`src/rtl/adc_spi_pkg.sv`:
```
// Shared definitions for the serial ADC scanner: FSM encoding and default geometry.
package adc_spi_pkg;

  localparam int DEF_DATA_W    = 12;
  localparam int DEF_ADDR_W    = 3;
  localparam int DEF_FRAME_LEN = 16;

  typedef enum logic [1:0] {
    ST_IDLE  = 2'd0,
    ST_SETUP = 2'd1,
    ST_SHIFT = 2'd2,
    ST_GAP   = 2'd3
  } state_e;

endpackage

```
`src/rtl/adc_ch_picker.sv`:
```
// Combinational round-robin search: first enabled channel at or after ptr, wrapping.
module adc_ch_picker #(
  parameter int ADDR_W = 3
) (
  input  logic [(1<<ADDR_W)-1:0] mask,
  input  logic [ADDR_W-1:0]      ptr,
  output logic [ADDR_W-1:0]      addr,
  output logic                   any
);

  localparam int NUM_CH = 1 << ADDR_W;

  // Walk offsets from farthest to nearest so the nearest enabled channel wins.
  always_comb begin
    addr = ptr;
    any  = |mask;
    for (int i = NUM_CH - 1; i >= 0; i--) begin
      if (mask[ptr + ADDR_W'(i)]) addr = ptr + ADDR_W'(i);
    end
  end

endmodule

```
`src/rtl/adc_spi_scanner.sv`:
```
// SPI master that scans an 8-channel serial ADC round-robin and returns channel-tagged samples.
module adc_spi_scanner
  import adc_spi_pkg::*;
#(
  parameter int DATA_W    = DEF_DATA_W,
  parameter int ADDR_W    = DEF_ADDR_W,
  parameter int FRAME_LEN = DEF_FRAME_LEN,
  parameter int ADDR_POS  = 2,
  parameter int CLK_DIV   = 2,
  parameter int QUIET     = 2
) (
  input  logic                   clk,
  input  logic                   Resetn,
  input  logic                   start,
  input  logic                   stop,
  input  logic                   single,
  input  logic [(1<<ADDR_W)-1:0] ch_mask,
  input  logic                   ADC2SPI,
  output logic                   sclk,
  output logic                   cs,
  output logic                   din,
  output logic [DATA_W-1:0]      ADC2Sseg,
  output logic [ADDR_W-1:0]      sample_ch,
  output logic                   sample_valid,
  output logic                   busy,
  output logic                   done
);

  localparam int CNT_MAX = (CLK_DIV > QUIET) ? CLK_DIV : QUIET;
  localparam int CNT_W   = $clog2(CNT_MAX + 1);
  localparam int BIT_W   = $clog2(FRAME_LEN + 1);
  localparam int LEFT_W  = ADDR_W + 1;
  localparam logic [CNT_W-1:0] DIV_LAST   = CNT_W'(CLK_DIV - 1);
  localparam logic [CNT_W-1:0] QUIET_LAST = CNT_W'(QUIET - 1);
  localparam logic [BIT_W-1:0] LAST_BIT   = BIT_W'(FRAME_LEN - 1);
  localparam logic [BIT_W-1:0] CAP_FIRST  = BIT_W'(FRAME_LEN - DATA_W);
  localparam logic [BIT_W-1:0] ADDR_FIRST = BIT_W'(ADDR_POS);
  localparam logic [BIT_W-1:0] ADDR_LAST  = BIT_W'(ADDR_POS + ADDR_W - 1);

  state_e              state_q, state_d;
  logic [CNT_W-1:0]    cnt_q, cnt_d;
  logic [BIT_W-1:0]    bit_q, bit_d;
  logic                phase_q, phase_d;   // 1 = high half of the current SCLK period
  logic [ADDR_W-1:0]   ptr_q, ptr_d;
  logic [ADDR_W-1:0]   addr_q, addr_d;
  logic [ADDR_W-1:0]   prev_q, prev_d;
  logic                prime_q, prime_d;
  logic                single_q, single_d;
  logic [LEFT_W-1:0]   left_q, left_d;
  logic [DATA_W-1:0]   sh_q, sh_d;
  logic [DATA_W-1:0]   data_q, data_d;
  logic [ADDR_W-1:0]   ch_q, ch_d;
  logic                valid_q, valid_d;
  logic                done_q, done_d;
  logic                cs_q, cs_d;
  logic                sclk_q, sclk_d;
  logic                din_q, din_d;
  logic                begin_frame;
  logic [ADDR_W-1:0]   pick_addr;
  logic                pick_any;

  adc_ch_picker #(.ADDR_W(ADDR_W)) u_pick (
    .mask (ch_mask),
    .ptr  (ptr_q),
    .addr (pick_addr),
    .any  (pick_any)
  );

  function automatic logic din_for(input logic [BIT_W-1:0] k, input logic [ADDR_W-1:0] a);
    logic [ADDR_W-1:0] idx;
    idx = ADDR_W'(ADDR_LAST - k);
    return (k >= ADDR_FIRST && k <= ADDR_LAST) ? a[idx] : 1'b0;
  endfunction

  always_comb begin
    state_d     = state_q;
    cnt_d       = cnt_q;
    bit_d       = bit_q;
    phase_d     = phase_q;
    ptr_d       = ptr_q;
    addr_d      = addr_q;
    prev_d      = prev_q;
    prime_d     = prime_q;
    single_d    = single_q;
    left_d      = left_q;
    sh_d        = sh_q;
    data_d      = data_q;
    ch_d        = ch_q;
    din_d       = din_q;
    valid_d     = 1'b0;
    done_d      = 1'b0;
    begin_frame = 1'b0;

    case (state_q)
      ST_IDLE: begin
        prime_d = 1'b1;
        if (start && !stop && pick_any) begin
          begin_frame = 1'b1;
          single_d    = single;
          left_d      = LEFT_W'($countones(ch_mask)) + LEFT_W'(1);
        end
      end
      ST_SETUP: begin
        if (cnt_q == DIV_LAST) begin
          state_d = ST_SHIFT;
          cnt_d   = '0;
          bit_d   = '0;
          phase_d = 1'b0;
          din_d   = din_for('0, addr_q);
        end else begin
          cnt_d = cnt_q + CNT_W'(1);
        end
      end
      ST_SHIFT: begin
        if (cnt_q != DIV_LAST) begin
          cnt_d = cnt_q + CNT_W'(1);
        end else begin
          cnt_d = '0;
          if (!phase_q) begin
            // The edge that raises SCLK is the one that captures DOUT.
            phase_d = 1'b1;
            if (bit_q >= CAP_FIRST) sh_d = {sh_q[DATA_W-2:0], ADC2SPI};
          end else if (bit_q != LAST_BIT) begin
            phase_d = 1'b0;
            bit_d   = bit_q + BIT_W'(1);
            din_d   = din_for(bit_q + BIT_W'(1), addr_q);
          end else begin
            state_d = ST_GAP;
            valid_d = !prime_q;
            done_d  = single_q && (left_q == LEFT_W'(1));
            prime_d = 1'b0;
            if (!prime_q) begin
              data_d = sh_q;
              ch_d   = prev_q;
            end
          end
        end
      end
      ST_GAP: begin
        if (cnt_q != QUIET_LAST) begin
          cnt_d = cnt_q + CNT_W'(1);
        end else begin
          cnt_d = '0;
          if (single_q) left_d = left_q - LEFT_W'(1);
          if (stop || !pick_any || (single_q && left_q == LEFT_W'(1))) state_d = ST_IDLE;
          else begin_frame = 1'b1;
        end
      end
      default: state_d = ST_IDLE;
    endcase

    // Address is latched at frame start; this frame returns the previous frame's conversion.
    if (begin_frame) begin
      state_d = ST_SETUP;
      cnt_d   = '0;
      prev_d  = addr_q;
      addr_d  = pick_addr;
      ptr_d   = pick_addr + ADDR_W'(1);
    end

    cs_d   = !(state_d == ST_SETUP || state_d == ST_SHIFT);
    sclk_d = !(state_d == ST_SHIFT && !phase_d);
  end

  always_ff @(posedge clk) begin
    if (Resetn) begin
      state_q  <= ST_IDLE;
      cnt_q    <= '0;
      bit_q    <= '0;
      phase_q  <= 1'b0;
      ptr_q    <= '0;
      addr_q   <= '0;
      prev_q   <= '0;
      prime_q  <= 1'b1;
      single_q <= 1'b0;
      left_q   <= '0;
      sh_q     <= '0;
      data_q   <= '0;
      ch_q     <= '0;
      valid_q  <= 1'b0;
      done_q   <= 1'b0;
      cs_q     <= 1'b1;
      sclk_q   <= 1'b1;
      din_q    <= 1'b0;
    end else begin
      state_q  <= state_d;
      cnt_q    <= cnt_d;
      bit_q    <= bit_d;
      phase_q  <= phase_d;
      ptr_q    <= ptr_d;
      addr_q   <= addr_d;
      prev_q   <= prev_d;
      prime_q  <= prime_d;
      single_q <= single_d;
      left_q   <= left_d;
      sh_q     <= sh_d;
      data_q   <= data_d;
      ch_q     <= ch_d;
      valid_q  <= valid_d;
      done_q   <= done_d;
      cs_q     <= cs_d;
      sclk_q   <= sclk_d;
      din_q    <= din_d;
    end
  end

  assign sclk         = sclk_q;
  assign cs           = cs_q;
  assign din          = din_q;
  assign ADC2Sseg     = data_q;
  assign sample_ch    = ch_q;
  assign sample_valid = valid_q;
  assign done         = done_q;
  assign busy         = (state_q != ST_IDLE);

endmodule

```
`config.mk`:
```
export PLATFORM = sky130hd
export DESIGN_NAME = adc_spi_scanner
export DESIGN_NICKNAME = d
export VERILOG_FILES = /design/src/rtl/adc_spi_pkg.sv /design/src/rtl/adc_ch_picker.sv /design/src/rtl/adc_spi_scanner.sv
export SDC_FILE = /design/constraint.sdc
export NUM_CORES = 1
export LEC_CHECK = 0
export BUFFER_PORTS_ARGS = -buffer_cell sky130_fd_sc_hd__buf_2
export CORE_AREA = 2 2 77 79
export CTS_CLUSTER_SIZE = 25
export DETAILED_ROUTE_END_ITERATION = 10
export DIE_AREA = 0 0 79 81
export GPL_TIMING_DRIVEN = 0
export PLACE_DENSITY = 0.81
export REMOVE_ABC_BUFFERS = 1
export SYNTH_ARGS = -nofsm -noshare
export SYNTH_HDL_FRONTEND = slang
export SYNTH_SLANG_ARGS = --single-unit
```
`constraint.sdc`:
```
create_clock -name clk -period 8.35 [get_ports clk]
set_clock_uncertainty 0.1 [all_clocks]
set_input_delay 1.67 -clock clk [delete_from_list [all_inputs] [get_ports clk]]
set_output_delay 1.67 -clock clk [all_outputs]
set_load 0.01 [all_outputs]
```
==> flow_summary.json <==
{
  "status": "finished, final reports clean",
  "n_antenna_cell": 0,
  "dp_hpwl_um": 4710,
  "syn_area_per_cell_um2": 8.58,
  "die_h_um": 81,
  "placed_area_mm2": 0.00358,
  "ys_seq_area_share_pct": 33.0,
  "synthFlopType": "dfxtp_1",
  "rows": 28,
  "grt_pass1_vias": 2584,
  "synth_compound_area_share_pct": 17.3,
  "cts.clk_slew.worst_paths_ps": 70,
  "synth_fa_ha_area_share_pct": 8.47,
  "drive_gt1_share_pct": 16.5,
  "muxShareOfSynthArea_pct": 14.6,
  "synthXorXnorAreaFrac_pct": 1.77,
  "crit_arrival_ps": 4630,
  "root_buffer": "clkbuf_8",
  "drtIter0Drc": 224,
  "cts_setup_buffers": 0,
  "start_util_pct": 60.9,
  "routabilityCongestion": 0.949,
  "stdcell_area_mm2": 0.00381,
  "synthArstFlopShare_pct": 0,
  "htreeDepth": 3,
  "cts.path.max_buffers": 2,
  "rsz0062_at_grt": "false",
  "post_cts_resized": 0,
  "tritoncts": "built",
  "numCtsBuffers": 9,
  "vias_per_cell": 5.70,
  "dr.pass1.iters": 5,
  "synth_cells": 403,
  "grt_util_all_layers_pct": 23.1,
  "fin_cells": 506,
  "placeableCoreArea_mm2": 0.00568,
  "setup_tns_ps": 0,
  "critPathKind": "flop to flop",
  "cp-start-kind": "flop",
  "cts_sinks": 57,
  "syn2layout_area_growth_pct": 10.1,
  "clock_latency_ps": 350,
  "dr_total_vias": 2884,
  "syn-cell-area_mm2": 0.00346,
  "ctsHoldBuffers": 0,
  "synth_top_cell_by_area": "dfxtp_1",
  "final_antenna_net_count": 0,
  "synth-edff-count": 0,
  "max_freq_mhz": 224,
  "antenna_found_initial": 0,
  "leakage_nw": 1.58,
  "hold_viol": 0,
  "nets": 461,
  "worstPathCellList": "inv_1, ha_1, mux4_1, mux2i_1, inv_1, o21ai_0, a31oi_1, xnor2_1, ha_1, or2b_2, mux2_1, a31oi_1",
  "setup_viol": 0,
  "worstPathRequired_ps": 8510,
  "port_buffers": 34,
  "synth.distinct_cells": 59,
  "yosys_warnings": 0,
  "synth_simple_gate_area_share_pct": 17.3,
  "fin_crit_sh_pct": 53.5,
  "grt_overflow": 0,
  "synth_top_family_by_area": "compound AO/OA/AOI/OAI gates",
  "die_area_mm2": 0.00640,
  "fill_cells": 485,
  "worst_slew_pin_slew_ps": 999,
  "slew_headroom_pct": 33.4,
  "path_delay_family": "multiplexers",
  "yosys-top-cells-area": "dfxtp_1 33%, a21oi_1 6.7%, mux2i_1 6.4%",
  "ys_seq_elements": 57,
  "vdd_drop_max_mv": 0.143,
  "finalCriticalPeriod_ps": 4470,
  "boundaryPins": 35,
  "drc": 0,
  "p_per_area_mw_per_mm2": 227,
  "worst-path-buf-inv": 2,
  "avgRoutedWirePerCell_um": 13.4,
  "netlist.area_leader.share_pct": 33.0,
  "die_w_um": 79,
  "crit_path_max_incr_delay_ps": 770,
  "grt_max_degree": 59,
  "end_kind": "flop",
  "drv_slew": 0,
  "grt_pass1_wl_um": 11600,
  "wirelength_um": 6800,
  "final_core_util_pct": 67.1,
  "critical_path_peak_fanout": 17,
  "critical-path-slowest-cell": "dfxtp_1",
  "hp-class": "flop to flop",
  "cap_viol_max_count": 0,
  "dp_cells": 490
}
kinds of logic after synthesis:
group	after synthesis
AO/OA/AOI/OAI	98
XOR/XNOR	7
adder cells (fa/ha/maj)	21
buffers and inverters	54
flip-flops	57
multiplexers	36
AND/OR/NAND/NOR	130
layout by cell type (no fill, tap or decap), types with 5 or more instances in the layout:
| cell type | instances |
|---|---|
| dfxtp_1 | 57 |
| inv_1 | 32 |
| nor2_1 | 32 |
| ha_1 | 17 |
| buf_2 | 34 |
| nand3_1 | 7 |
| nand2_1 | 58 |
| nor3_1 | 5 |
| mux4_2 | 6 |
| clkbuf_8 | 9 |
| mux2i_1 | 22 |
| a21oi_1 | 46 |
| o21ai_0 | 18 |
registers in the layout (all words and copies together) (netlist names):
name and count:
prime_q 1, prev_q 3, state_q 2, single_q 1, ptr_q 3, sample_valid 1, cnt_q 2, phase_q 1
din 1, sclk 1, ADC2Sseg 12, addr_q 3, done 1, left_q 4, sample_ch 3, sh_q 12
bit_q 5, cs 1
final cells by class:
type                    count  area, um^2  share of cell area, %
well taps                  75        93.8                   2.47
clock inverters             7         103                   2.70
multi-input cells         292        2050                   54.0
inverters                  32         120                   3.16
flip-flops and latches     57        1140                   30.0
repair buffers             34         170                   4.47
clock buffers               9         124                   3.25
Yosys cell counts, types with 2 or more instances:
cell and n:
nand2_1 58, dfxtp_1 57, a21oi_1 46, inv_1 32, nor2_1 32, mux2i_1 22, o21ai_0 18, ha_1 17
clkbuf_1 14, nand3_1 7, mux4_2 6, nor3_1 5, a31oi_1 4, fa_1 4, mux4_1 4, nor2b_1 4
or2_2 4, xor2_1 4, a211oi_1 3, a21o_1 3, clkbuf_8 3, mux2_2 3, nor4_1 3, o21a_1 3
or4_1 3, xnor2_1 3, a211o_1 2, a221oi_1 2, and2_2 2, and3_1 2, buf_6 2, nand3b_1 2
nand4_1 2, o22ai_1 2
tightest hold or removal path, cell delays in order (launching register included):
cell and delay [ps]:
dfxtp_1 310, nand2_1 50, a21oi_1 50
layer usage:
layer / track usage (%) / wire length [um]
met5: 0 / 0
met2: 37.4 / 3220
met4: 8.28 / 51
met3: 6.89 / 324
met1: 29.5 / 3200
per-stage QoR:
step / worst slack (ps) / hold slack (ps) / power, mW
floorplan: 4080 / 325 / 0.519
global placement: 3810 / 341 / 0.565
detailed placement: 3760 / 345 / 0.576
CTS: 3960 / 354 / 0.864
global route: 3540 / 378 / 0.914
finish: 3880 / 352 / 0.863
worst paths after layout:
path	depth (start not counted)	slack [ps]	to	from
worst max-delay path	12	3880	ptr_q[2]	ptr_q[1]
worst min-delay path	2	350	sample_ch[0]	sample_ch[0]
worst min register to register	2	350	sample_ch[0]	sample_ch[0]
worst max register to register	12	3880	ptr_q[2]	ptr_q[1]
where the power goes:
group / internal [mW] / leakage [nW] / switching [mW] / total [mW]
Clock: 0.170 / 0.110 / 0.118 / 0.288
Sequential: 0.282 / 0.461 / 0.0234 / 0.305
Combinational: 0.124 / 1.01 / 0.146 / 0.270
Total: 0.576 / 1.58 / 0.287 / 0.863
No activity file was read; power rests on OpenSTA's default activity.
